[src/rtl/mem_arbiter.sv]
// Two-port (fetch/data) arbiter in front of a single unified memory with a ready handshake.
// Define MEM_ARB_FAIR_EN to bound the number of data grants in a row while a fetch is waiting.
module mem_arbiter #(
  parameter int WIDTH      = 32,
  parameter int ADDR       = 10,
  parameter int FAIR_LIMIT = 3
) (
  input  logic             clk,
  input  logic             reset,
  input  logic             i_req,
  input  logic [ADDR-1:0]  i_addr,
  output logic [WIDTH-1:0] i_rdata,
  output logic             i_ack,
  input  logic             d_req,
  input  logic [3:0]       d_we,
  input  logic [ADDR-1:0]  d_addr,
  input  logic [WIDTH-1:0] d_wdata,
  output logic [WIDTH-1:0] d_rdata,
  output logic             d_ack,
  output logic             mem_en,
  output logic [3:0]       mem_we,
  output logic [ADDR-1:0]  mem_addr,
  output logic [WIDTH-1:0] mem_wdata,
  input  logic [WIDTH-1:0] mem_rdata,
  input  logic             mem_ready,
  output logic             stall
);

  typedef enum logic [1:0] {IDLE, BUSY_I, BUSY_D} state_t;

  state_t           state_q, state_d;
  logic             mem_en_q, mem_en_d;
  logic [3:0]       mem_we_q, mem_we_d;
  logic [ADDR-1:0]  mem_addr_q, mem_addr_d;
  logic [WIDTH-1:0] mem_wdata_q, mem_wdata_d;
  logic             i_ack_q, i_ack_d;
  logic             d_ack_q, d_ack_d;
  logic [WIDTH-1:0] i_rdata_q, i_rdata_d;
  logic [WIDTH-1:0] d_rdata_q, d_rdata_d;
  logic             grant_i, grant_d, fair_turn, idle_free;

  // The ack cycle is a turnaround: no grant at all, so a requester still holding its
  // request for the just-finished access cannot be granted twice, and a continuously
  // held data request keeps outranking a waiting fetch.
  assign idle_free = ~i_ack_q & ~d_ack_q;

`ifdef MEM_ARB_FAIR_EN
  localparam int SW = (FAIR_LIMIT < 1) ? 1 : $clog2(FAIR_LIMIT + 1);
  logic [SW-1:0] streak_q, streak_d;

  assign fair_turn = i_req && (streak_q == SW'(FAIR_LIMIT));

  always_comb begin
    streak_d = streak_q;
    if (grant_i)
      streak_d = '0;
    else if (grant_d && i_req && (streak_q != SW'(FAIR_LIMIT)))
      streak_d = streak_q + 1'b1;
  end

  always_ff @(posedge clk) begin
    if (reset) streak_q <= '0;
    else       streak_q <= streak_d;
  end
`else
  // Strict data priority: constant 0, FAIR_LIMIT has no effect in this build.
  assign fair_turn = (FAIR_LIMIT < 0) && i_req;
`endif

  always_comb begin
    grant_i = 1'b0;
    grant_d = 1'b0;
    if (state_q == IDLE && idle_free) begin
      if (fair_turn)  grant_i = 1'b1;
      else if (d_req) grant_d = 1'b1;
      else if (i_req) grant_i = 1'b1;
    end
  end

  always_comb begin
    state_d     = state_q;
    mem_en_d    = mem_en_q;
    mem_we_d    = mem_we_q;
    mem_addr_d  = mem_addr_q;
    mem_wdata_d = mem_wdata_q;
    i_ack_d     = 1'b0;
    d_ack_d     = 1'b0;
    i_rdata_d   = i_rdata_q;
    d_rdata_d   = d_rdata_q;
    case (state_q)
      IDLE: begin
        if (grant_d) begin
          state_d     = BUSY_D;
          mem_en_d    = 1'b1;
          mem_we_d    = d_we;
          mem_addr_d  = d_addr;
          mem_wdata_d = d_wdata;
        end else if (grant_i) begin
          state_d     = BUSY_I;
          mem_en_d    = 1'b1;
          mem_we_d    = 4'b0000;
          mem_addr_d  = i_addr;
          mem_wdata_d = '0;
        end
      end
      BUSY_I: begin
        if (mem_ready) begin
          state_d   = IDLE;
          mem_en_d  = 1'b0;
          i_rdata_d = mem_rdata;
          i_ack_d   = 1'b1;
        end
      end
      BUSY_D: begin
        if (mem_ready) begin
          state_d  = IDLE;
          mem_en_d = 1'b0;
          d_ack_d  = 1'b1;
          if (mem_we_q == 4'b0000) d_rdata_d = mem_rdata;
        end
      end
      default: begin
        state_d  = IDLE;
        mem_en_d = 1'b0;
      end
    endcase
  end

  always_ff @(posedge clk) begin
    if (reset) begin
      state_q     <= IDLE;
      mem_en_q    <= 1'b0;
      mem_we_q    <= 4'b0000;
      mem_addr_q  <= '0;
      mem_wdata_q <= '0;
      i_ack_q     <= 1'b0;
      d_ack_q     <= 1'b0;
      i_rdata_q   <= '0;
      d_rdata_q   <= '0;
    end else begin
      state_q     <= state_d;
      mem_en_q    <= mem_en_d;
      mem_we_q    <= mem_we_d;
      mem_addr_q  <= mem_addr_d;
      mem_wdata_q <= mem_wdata_d;
      i_ack_q     <= i_ack_d;
      d_ack_q     <= d_ack_d;
      i_rdata_q   <= i_rdata_d;
      d_rdata_q   <= d_rdata_d;
    end
  end

  assign mem_en    = mem_en_q;
  assign mem_we    = mem_we_q;
  assign mem_addr  = mem_addr_q;
  assign mem_wdata = mem_wdata_q;
  assign i_ack     = i_ack_q;
  assign d_ack     = d_ack_q;
  assign i_rdata   = i_rdata_q;
  assign d_rdata   = d_rdata_q;
  assign stall     = (i_req & ~i_ack_q) | (d_req & ~d_ack_q);

endmodule

[config.mk]
export PLATFORM = sky130hd
export DESIGN_NAME = mem_arbiter
export DESIGN_NICKNAME = d
export VERILOG_FILES = /design/src/rtl/mem_arbiter.sv
export SDC_FILE = /design/constraint.sdc
export NUM_CORES = 1
export LEC_CHECK = 0
export ABC_AREA = 1
export CORE_MARGIN = 5
export CORE_UTILIZATION = 42
export CTS_BUF_LIST = sky130_fd_sc_hd__clkbuf_8
export DETAILED_ROUTE_END_ITERATION = 7
export PLACE_DENSITY = 0.83
export SETUP_SLACK_MARGIN = 0.1
export SYNTH_ARGS = -nofsm -noshare
export SYNTH_HDL_FRONTEND = slang
export SYNTH_SLANG_ARGS = --single-unit
export TNS_END_PERCENT = 100
[constraint.sdc]
create_clock -name clk -period 1.5 [get_ports clk]
set_input_delay 0.3 -clock clk [delete_from_list [all_inputs] [get_ports clk]]
set_output_delay 0.3 -clock clk [all_outputs]
set_load 0.03 [all_outputs]
==> results.cfg <==
[outcome]
status = finished with violations
violations = negative setup slack

[clock_network]
clk_pin_slew_ns = 0.07
cts_tree = yes
cts_sinks = 115
ctsHoldBuffers = 0
htree_levels = 4
cts_buffer_depth = 2
cts-root-buf = clkbuf_8
cts_buffers = 17
insertion_delay_ns = 0.43

[global_routing]
grt-ovfl-total = 0
antenna_found_initial = 0
grt_max_degree = 47
grt_pass1_vias = 4668
track_usage_pct = 24.4
grt_pass1_wl_um = 22600

[run]
drv_cap = 0

[timing]
fin_crit_ns = 1.52
min_period_over_period_pct = 101
max_freq_mhz = 658
skew_ns = 0.0106
worstMarginPinSlew_ns = 0.570
fin_ws_ns = -0.0197
finalMaxSlewViolations = 0
rsz0062_at_grt = true
relSlewSlack_pct = 62.0
hold_viol_final = 0
setup_viol = 1

[setup_path]
cp_max_fo = 6
crit_slowest_cell = dfxtp_2
critPathBufInv = 3
start_kind = flop
slowest_delay_ns = 0.33
cpLargestDelayFamily = buffers and inverters
required_ns = 1.83
critPathCaptureType = flop
critical_path_arrival_ns = 1.85
path_class = reg2reg
worstPathCellList = inv_2 -> ha_4 -> nand2_4 -> nor2_4 -> nand3_4 -> buf_12 -> buf_16 -> o21ai_2 -> nor2_1

[final_layout]
nNetsFinal = 871
drive_gt1_share_pct = 36.8
syn2layout_area_growth_pct = 72.2
num-fill-cells = 723
antenna_cells = 0

[synth]
syn_inst = 543
synth_area_mm2 = 0.00421
synth_edf_count = 0
yosys-top-cells-count = 133 x nor2_1, 115 x dfxtp_1, 90 x nand2_1
synth.avg_cell_area_um2 = 7.75
synth.top_cell.area_share_pct = 54.7
synth.distinct_cells = 21
yosysMostFrequentCell = nor2_1
yosysWarnings = 0
synth_ff_type = dfxtp_1
synth_fp_nets = 639
synth_async_sr_flop_share_pct = 0
ys_ff_latch = 115
synth_area_leaders = dfxtp_1 55%, nor2_1 12%, o21ai_0 8.9%
yosysTopAreaCell = dfxtp_1
ys_seq_area_share_pct = 54.7

[routing]
viasPerCell = 5.10
ant_nets = 0
first_pass_iters = 4
initialDrtViolationCount = 205
dr_total_vias = 4701
wirelength_um = 16200
drc = 0
wl_per_cell_um = 17.6

[floorplanning]
initial_core_util_pct = 43.0
die_w_um = 110
die_area_mm2 = 0.0121
core-area_mm2 = 0.00977
pin_count = 207
dieHeight_um = 110
rows = 36

[power]
power_density_mw_per_mm2 = 1340
finalPower_mw = 9.72
leakagePower_nw = 3.17
vdd_drop_max_v = 0.000730

[placed_design]
place_hpwl_um = 9950
io_buffers = 206
gp_congestion = 0.767
pre_cts_ws_ns = -0.235

[min_path]
min_path_type = in2reg
logic make-up (layout without fill, tap and decap cells):
logic type      after synthesis  after routing  share of synthesized area, %
compound gates              136            136                          16.3
simple gates                231            231                          21.6
buf+inv                      58            303                          6.57
fa+ha+maj                     3              3                         0.892
flops                       115            115                          54.7
registers in the layout, indices dropped and copies added, names as in the netlist, 2 cells and up:
signal and flops:
mem_we 4, i_rdata 32, mem_wdata 32, mem_addr 10, state_q 2, d_rdata 32
layer usage:
layer | wire, um | track usage, %
met5 | 0 | 0
met2 | 8580 | 45.4
met3 | 1550 | 10.1
met1 | 5630 | 23.2
met4 | 409 | 11.3
tightest hold or removal path, cell delays in order:
cell and delay [ns]:
clkdlybuf4s50_1 0.39, nand2_1 0.06, a21oi_1 0.05
timing repair:
item | in CTS | in global routing
hold endpoints to repair | 0 | 0
gates resized for setup | 450 | 283
setup buffers | 6 | 5
endpoints found under the setup margin | 180 | 182
pin swaps | 14 | 43
cloned | 5 | 9
stage by stage:
stage	setup TNS (ns)	hold WS, ns	cell area (um^2)	util [%]	cells
2_1_floorplan	0	0.438	4210	-	543
3_3_place_gp	-5.72	0.450	6490	66.4	866
3_5_place_dp	-8.96	0.456	6490	66.4	866
4_1_cts	0	0.398	7250	74.2	909
5_1_grt	-1.14	0.390	7250	74.1	921
6_report	-0.0197	0.414	7250	74.1	921
cell usage in the layout, fill, tap and decap left out, types with 4 or more instances in the layout:
cell,n
nor2_2,15
clkdlybuf4s50_1,90
o21ai_0,27
dfxtp_1,111
nor2_1,113
clkbuf_8,20
inv_1,16
nand2_2,14
buf_2,106
a21oi_2,21
buf_16,4
o21ai_2,23
nand2_1,74
clkbuf_16,8
a21oi_1,28
nor2_4,6
buf_6,6
buf_12,12
buf_4,13
o21ai_1,32
clkinvlp_4,4
inv_2,4
report_power, final:
| group | total, mW | switching [mW] | internal, mW |
|---|---|---|---|
| logic | 3.19 | 1.87 | 1.32 |
| registers | 3.60 | 0.206 | 3.40 |
| clock network | 2.93 | 1.32 | 1.60 |
layout make-up:
type                            instances  area [um^2]  area share, %
Sequential cell                       115         2310           31.9
Timing Repair Buffer                  248         2250           31.0
Multi-Input combinational cell        370         2010           27.8
Clock buffer                           20          275           3.80
Tap cell                              133          166           2.30
Clock inverter                         12          131           1.81
Inverter                               23          104           1.43
final timing paths:
check | cells after the start | slack [ns] | from | endpoint
max | 9 | -0.02 | state_q[0]$_SDFFE_PP0P_ | d_rdata[28]$_SDFFE_PP0P_
min | 3 | 0.41 | d_wdata[15] | mem_wdata[15]$_SDFFE_PP0P_
max reg2reg | 9 | -0.02 | state_q[0]$_SDFFE_PP0P_ | d_rdata[28]$_SDFFE_PP0P_
min reg2reg | 2 | 0.46 | mem_wdata[1]$_SDFFE_PP0P_ | mem_wdata[1]$_SDFFE_PP0P_
(Power assumes the default switching activity.)
